`src/rtl/router_port.sv`:
```
`default_nettype none
// =============================================================================
// router_port : router-side endpoint of the byte-serial node<->router link
// Revision    : 1.0
// =============================================================================
module router_port #(
    parameter int DEPTH = 4
) (
    input  logic        clk,
    input  logic        rst_b,
    input  logic        put_from_node,
    input  logic [7:0]  payload_from_node,
    output logic        free_to_node,
    output logic [31:0] pkt_to_router,
    output logic [3:0]  pkt_to_router_dest,
    output logic        pkt_to_router_valid,
    input  logic        pkt_to_router_ready,
    input  logic [31:0] pkt_from_router,
    input  logic        pkt_from_router_valid,
    output logic        pkt_from_router_ready,
    input  logic        free_from_node,
    output logic        put_to_node,
    output logic [7:0]  payload_to_node,
    output logic        err_overflow
);
    localparam int c_PTR_W = (DEPTH > 1) ? $clog2(DEPTH) : 1;
    localparam int c_OCC_W = $clog2(DEPTH + 1);

    // ---------------------------------------------------------------- receive
    logic [1:0]         r_rx_cnt;
    logic [23:0]        r_partial;
    logic [31:0]        r_mem [DEPTH];
    logic [c_PTR_W-1:0] r_wr_ptr;
    logic [c_PTR_W-1:0] r_rd_ptr;
    logic [c_OCC_W-1:0] r_occ;

    logic               w_push;
    logic               w_pop;
    logic               w_full;
    logic               w_write;
    logic               w_drop;
    logic [1:0]         w_rx_cnt_next;
    logic [c_OCC_W-1:0] w_occ_next;
    logic [c_OCC_W:0]   w_reserved;

    function automatic logic [c_PTR_W-1:0] ptr_inc(input logic [c_PTR_W-1:0] p);
        return (p == c_PTR_W'(DEPTH - 1)) ? '0 : p + c_PTR_W'(1);
    endfunction

    assign w_push        = put_from_node && (r_rx_cnt == 2'd3);
    assign w_pop         = pkt_to_router_valid && pkt_to_router_ready;
    assign w_full        = (r_occ == c_OCC_W'(DEPTH));
    assign w_write       = w_push && (!w_full || w_pop);
    assign w_drop        = w_push && w_full && !w_pop;
    assign w_rx_cnt_next = put_from_node ? (r_rx_cnt + 2'd1) : r_rx_cnt;

    always_comb begin
        w_occ_next = r_occ;
        if (w_write && !w_pop) begin
            w_occ_next = r_occ + c_OCC_W'(1);
        end else if (!w_write && w_pop) begin
            w_occ_next = r_occ - c_OCC_W'(1);
        end
    end

    // Count an in-flight packet as occupying a slot so the node can start
    // the next packet straight after sampling free on its last byte.
    assign w_reserved = {1'b0, w_occ_next} + (c_OCC_W + 1)'(w_rx_cnt_next != 2'd0);

    always_ff @(posedge clk or negedge rst_b) begin
        if (!rst_b) begin
            r_rx_cnt     <= '0;
            r_partial    <= '0;
            r_wr_ptr     <= '0;
            r_rd_ptr     <= '0;
            r_occ        <= '0;
            free_to_node <= 1'b1;
            err_overflow <= 1'b0;
        end else begin
            r_rx_cnt     <= w_rx_cnt_next;
            if (put_from_node) begin
                r_partial <= {r_partial[15:0], payload_from_node};
            end
            if (w_write) begin
                r_wr_ptr <= ptr_inc(r_wr_ptr);
            end
            if (w_pop) begin
                r_rd_ptr <= ptr_inc(r_rd_ptr);
            end
            r_occ        <= w_occ_next;
            free_to_node <= (w_reserved < (c_OCC_W + 1)'(DEPTH));
            if (w_drop) begin
                err_overflow <= 1'b1;
            end
        end
    end

    always_ff @(posedge clk) begin
        if (w_write) begin
            r_mem[r_wr_ptr] <= {r_partial, payload_from_node};
        end
    end

    assign pkt_to_router_valid = (r_occ != '0);
    assign pkt_to_router       = pkt_to_router_valid ? r_mem[r_rd_ptr] : 32'h0;
    assign pkt_to_router_dest  = pkt_to_router[27:24];

    // --------------------------------------------------------------- transmit
    typedef enum logic [0:0] {
        S_IDLE = 1'b0,
        S_SEND = 1'b1
    } tx_state_t;

    tx_state_t   r_state;
    logic        r_hold_valid;
    logic [31:0] r_hold;
    logic [31:0] r_tx_sh;
    logic [1:0]  r_tx_cnt;
    logic        w_accept;
    logic        w_launch;

    assign w_accept = pkt_from_router_valid && !r_hold_valid;
    assign w_launch = r_hold_valid && free_from_node &&
                      ((r_state == S_IDLE) || (r_tx_cnt == 2'd3));

    always_ff @(posedge clk or negedge rst_b) begin
        if (!rst_b) begin
            r_state      <= S_IDLE;
            r_hold_valid <= 1'b0;
            r_hold       <= '0;
            r_tx_sh      <= '0;
            r_tx_cnt     <= '0;
        end else begin
            // accept and launch are exclusive: one needs the hold empty, the other full
            if (w_accept) begin
                r_hold_valid <= 1'b1;
                r_hold       <= pkt_from_router;
            end else if (w_launch) begin
                r_hold_valid <= 1'b0;
            end

            if (w_launch) begin
                r_state  <= S_SEND;
                r_tx_sh  <= r_hold;
                r_tx_cnt <= 2'd0;
            end else if (r_state == S_SEND) begin
                if (r_tx_cnt == 2'd3) begin
                    r_state  <= S_IDLE;
                    r_tx_sh  <= '0;
                    r_tx_cnt <= 2'd0;
                end else begin
                    r_tx_sh  <= {r_tx_sh[23:0], 8'h00};
                    r_tx_cnt <= r_tx_cnt + 2'd1;
                end
            end
        end
    end

    assign put_to_node           = (r_state == S_SEND);
    assign payload_to_node       = r_tx_sh[31:24];
    assign pkt_from_router_ready = !r_hold_valid;

endmodule
`default_nettype wire

```
`config.mk`:
```
export PLATFORM = sky130hd
export DESIGN_NAME = router_port
export DESIGN_NICKNAME = d
export VERILOG_FILES = /design/src/rtl/router_port.sv
export SDC_FILE = /design/constraint.sdc
export NUM_CORES = 1
export LEC_CHECK = 0
export CORE_ASPECT_RATIO = 0.6
export CORE_MARGIN = 2
export CORE_UTILIZATION = 39
export CTS_CLUSTER_DIAMETER = 80
export DETAILED_ROUTE_END_ITERATION = 8
export GPL_TIMING_DRIVEN = 0
export HOLD_SLACK_MARGIN = 0.1
export SETUP_SLACK_MARGIN = 0.5
export SLEW_MARGIN = 15
export SYNTH_ARGS = -nofsm -noshare
export SYNTH_HDL_FRONTEND = slang
export SYNTH_SLANG_ARGS = --single-unit
```
`constraint.sdc`:
```
create_clock -name clk -period 4.8 [get_ports clk]
set_clock_uncertainty 0.15 [all_clocks]
set_input_delay 1.2 -clock clk [delete_from_list [all_inputs] [get_ports clk]]
set_output_delay 1.2 -clock clk [all_outputs]
set_load 0.005 [all_outputs]
```
==> impl_metrics.py <==
metrics = {
    "floorplanning": {
        "dieArea_mm2": 0.0246,
        "die_x_um": 201,
        "start_util_pct": 39.5,
        "num_rows": 43,
        "chipHeight_um": 122,
        "ios": 95,
        "core-area_mm2": 0.0230,
    },
    "power": {
        "p_sw_share_pct": 28.1,
        "power_frac_seq_pct": 40.6,
        "p_int_mw": 4.94,
        "pwr-share-comb_pct": 32.6,
        "p_clk_share_pct": 26.7,
        "power.density_mw_per_mm2": 606,
        "vdd_drop_max_mv": 0.306,
        "leakage_nw": 4.38,
        "p_sw_mw": 1.93,
    },
    "cts": {
        "postCtsResizedCells": 1,
        "clk_path_buf_depth": 3,
        "clk_latency_ns": 0.50,
        "cts_hold_buf": 0,
        "h-tree-depth": 1,
        "cts_setup_buffers": 0,
        "path_clk_slew_ns": 0.07,
        "cts_tree": "done",
        "cts.sinks": 231,
        "cts_root_buf": "clkbuf_16",
        "numCtsBuffers": 22,
    },
    "placed_design": {
        "dp_hpwl_um": 12600,
        "dpl_cell_area_mm2": 0.0105,
        "globalplace.congestion": 0.792,
        "port_buffers": 94,
    },
    "finish": {
        "num_antenna_cells": 0,
        "drive_gt1_share_pct": 25.0,
        "finish.instance_area_mm2": 0.0113,
        "area_delta_synth_final_pct": 24.4,
        "final_nets": 700,
        "nFillCells": 1964,
    },
    "logic_synthesis": {
        "synth_ff_type": "edfxtp_1",
        "yosysMostFrequentCell": "edfxtp_1",
        "syn-cell-area_mm2": 0.00910,
        "synth_cells": 521,
        "syn-num-nets": 577,
        "ys_types": 35,
        "yosysSeqAreaShare_pct": 70.6,
        "yosys.area.top_type_share_pct": 42.2,
        "netlist_top_cells_count": "edfxtp_1 (128), dfrtp_1 (102), mux2_2 (57)",
        "ys_warn_count": 0,
        "yosysTopAreaCell": "edfxtp_1",
        "synth_area_per_cell_um2": 17.5,
        "async_flop_share_pct": 44.6,
        "synth_edf_count": 128,
        "synthTopCellsByArea": "edfxtp_1 (42%), dfrtp_1 (28%), mux4_2 (7.9%)",
        "ys_ff_latch": 231,
    },
    "routing": {
        "routed_wl_um": 18500,
        "routedWlPerCell_um": 19.0,
        "firstDrtPassIters": 6,
        "drc": 0,
        "vias": 4908,
        "drt_iter0_markers": 466,
        "viasPerCell": 5.03,
        "antenna_left": 0,
    },
    "setup_path": {
        "r2r_slack_ns": 2.29,
        "rr_endpoint": "r_mem[0][12]$_DFFE_PP_",
        "end_kind": "output pin",
        "arrival_ns": 2.76,
        "start_kind": "flop",
        "rr_startpoint": "r_occ[1]$_DFF_PN0_",
        "critPathKind": "flop to output pin",
        "crit_fanout": 10,
        "r2r_cells": 7,
        "required_ns": 3.45,
    },
    "status": {
        "status": "finished clean",
    },
    "sta": {
        "fmax_mhz": 243,
        "layout_min_cycle_time_ns": 4.11,
        "rsz0062_at_grt": "no",
        "fin_crit_sh_pct": 85.7,
        "finalHoldViolCount": 0,
        "slew_violations": 0,
        "slew_headroom_pct": 48.6,
        "worstMarginPinSlew_ns": 0.771,
        "setup_viol": 0,
        "holdWs_ns": 0.335,
    },
    "worst_hold_path": {
        "min_path_cells": 1,
        "min_from": "err_overflow$_DFFE_PN0P_",
        "hold-path-endpoint": "err_overflow$_DFFE_PN0P_",
        "worstHoldPathType": "flop to flop",
    },
    "global_route": {
        "overflow": 0,
        "antenna_found_initial": 0,
        "grt_usage_pct": 15.4,
        "grt_max_degree": 77,
        "grt_pass1_vias": 5107,
        "grt_pass1_wl_um": 28900,
    },
    "job": {
        "maxCapViolCount": 0,
    },
}
[power by group through the flow]
stage | clock, mW | sequential, mW | combinational [mW]
after detailed placement | 0 | 2.82 | 2.28
after CTS | 1.88 | 2.79 | 2.29
after global placement | 0 | 2.80 | 2.20
after floorplan | 0 | 2.74 | 1.33
after global routing | 1.97 | 2.84 | 2.46
final | 1.84 | 2.79 | 2.24
[critical path, cell delays in order, from the launching register on]
cell,delay [ns]
dfrtp_1,0.34
clkbuf_1,0.32
clkbuf_1,0.55
mux4_2,0.43
and2_1,0.18
clkdlybuf4s50_1,0.43
[through the flow]
step	util, %	power, mW	setup TNS (ns)	setup slack (ns)	cells
after floorplan	-	4.07	0	1.66	521
after global placement	45.3	5.00	-163.25	-1.61	930
after detailed placement	45.8	5.11	0	1.03	935
after CTS	49.1	6.96	0	0.527	975
after global routing	49.2	7.27	0	0.517	975
final	49.2	6.86	0	0.685	975
[sequential cells by signal, summed over array words and instances (netlist names), 2 cells and up]
signal,cells
r_mem,128
r_hold,32
r_tx_sh,32
r_partial,24
r_occ,3
r_rd_ptr,2
r_rx_cnt,2
r_tx_cnt,2
r_wr_ptr,2
[worst max-delay path by stage]
stage	to	slack (ns)	depth (start not counted)	start
finish	pkt_to_router[14]	0.69	5	r_rd_ptr[1]$_DFFE_PN0N_
global route	pkt_to_router_dest[1]	0.52	6	r_rd_ptr[0]$_DFFE_PN0N_
global placement	r_partial[21]$_DFFE_PN0P_	-1.61	1	rst_b
detailed placement	pkt_to_router_dest[1]	1.03	6	r_rd_ptr[1]$_DFFE_PN0N_
CTS	pkt_to_router_dest[2]	0.53	8	r_occ[1]$_DFF_PN0_
floorplan	r_mem[3][0]$_DFFE_PP_	1.66	4	put_from_node
[cell type report]
type | count | area [um2] | area share [%]
clock inverters | 10 | 155 | 1.37
well taps | 315 | 394 | 3.48
multi-input cells | 218 | 2340 | 20.7
inverters | 31 | 116 | 1.03
clock buffers | 30 | 612 | 5.41
plain buffers | 41 | 230 | 2.03
repair buffers | 99 | 1050 | 9.27
flip-flops and latches | 231 | 6420 | 56.7
[layer usage]
layer	part of all wire (%)	up-vias	track usage [%]
met4	1.6	0	3.26
met1	48	2540	22.4
met5	0	-	0
met3	5.3	25	2.79
met2	46	132	24.4
li1	-	2211	-
[logic make-up after synthesis]
group,synth area share (%)
compound gates,4.69
simple gates,3.96
xor+xnor,0.193
mux,15.4
flops,70.6
buf+inv,3.75
fa+ha+maj,1.38
[cell usage in the layout (no fill, tap or decap), types with 11 or more instances in the layout]
master,count
mux2_2,57
a222oi_1,24
and2_1,33
clkbuf_16,23
inv_1,31
clkbuf_1,16
clkdlybuf4s50_1,93
buf_2,11
edfxtp_1,128
mux4_2,32
dfrtp_1,102
buf_4,15
Note: power is estimated with default switching activity, not from simulation.
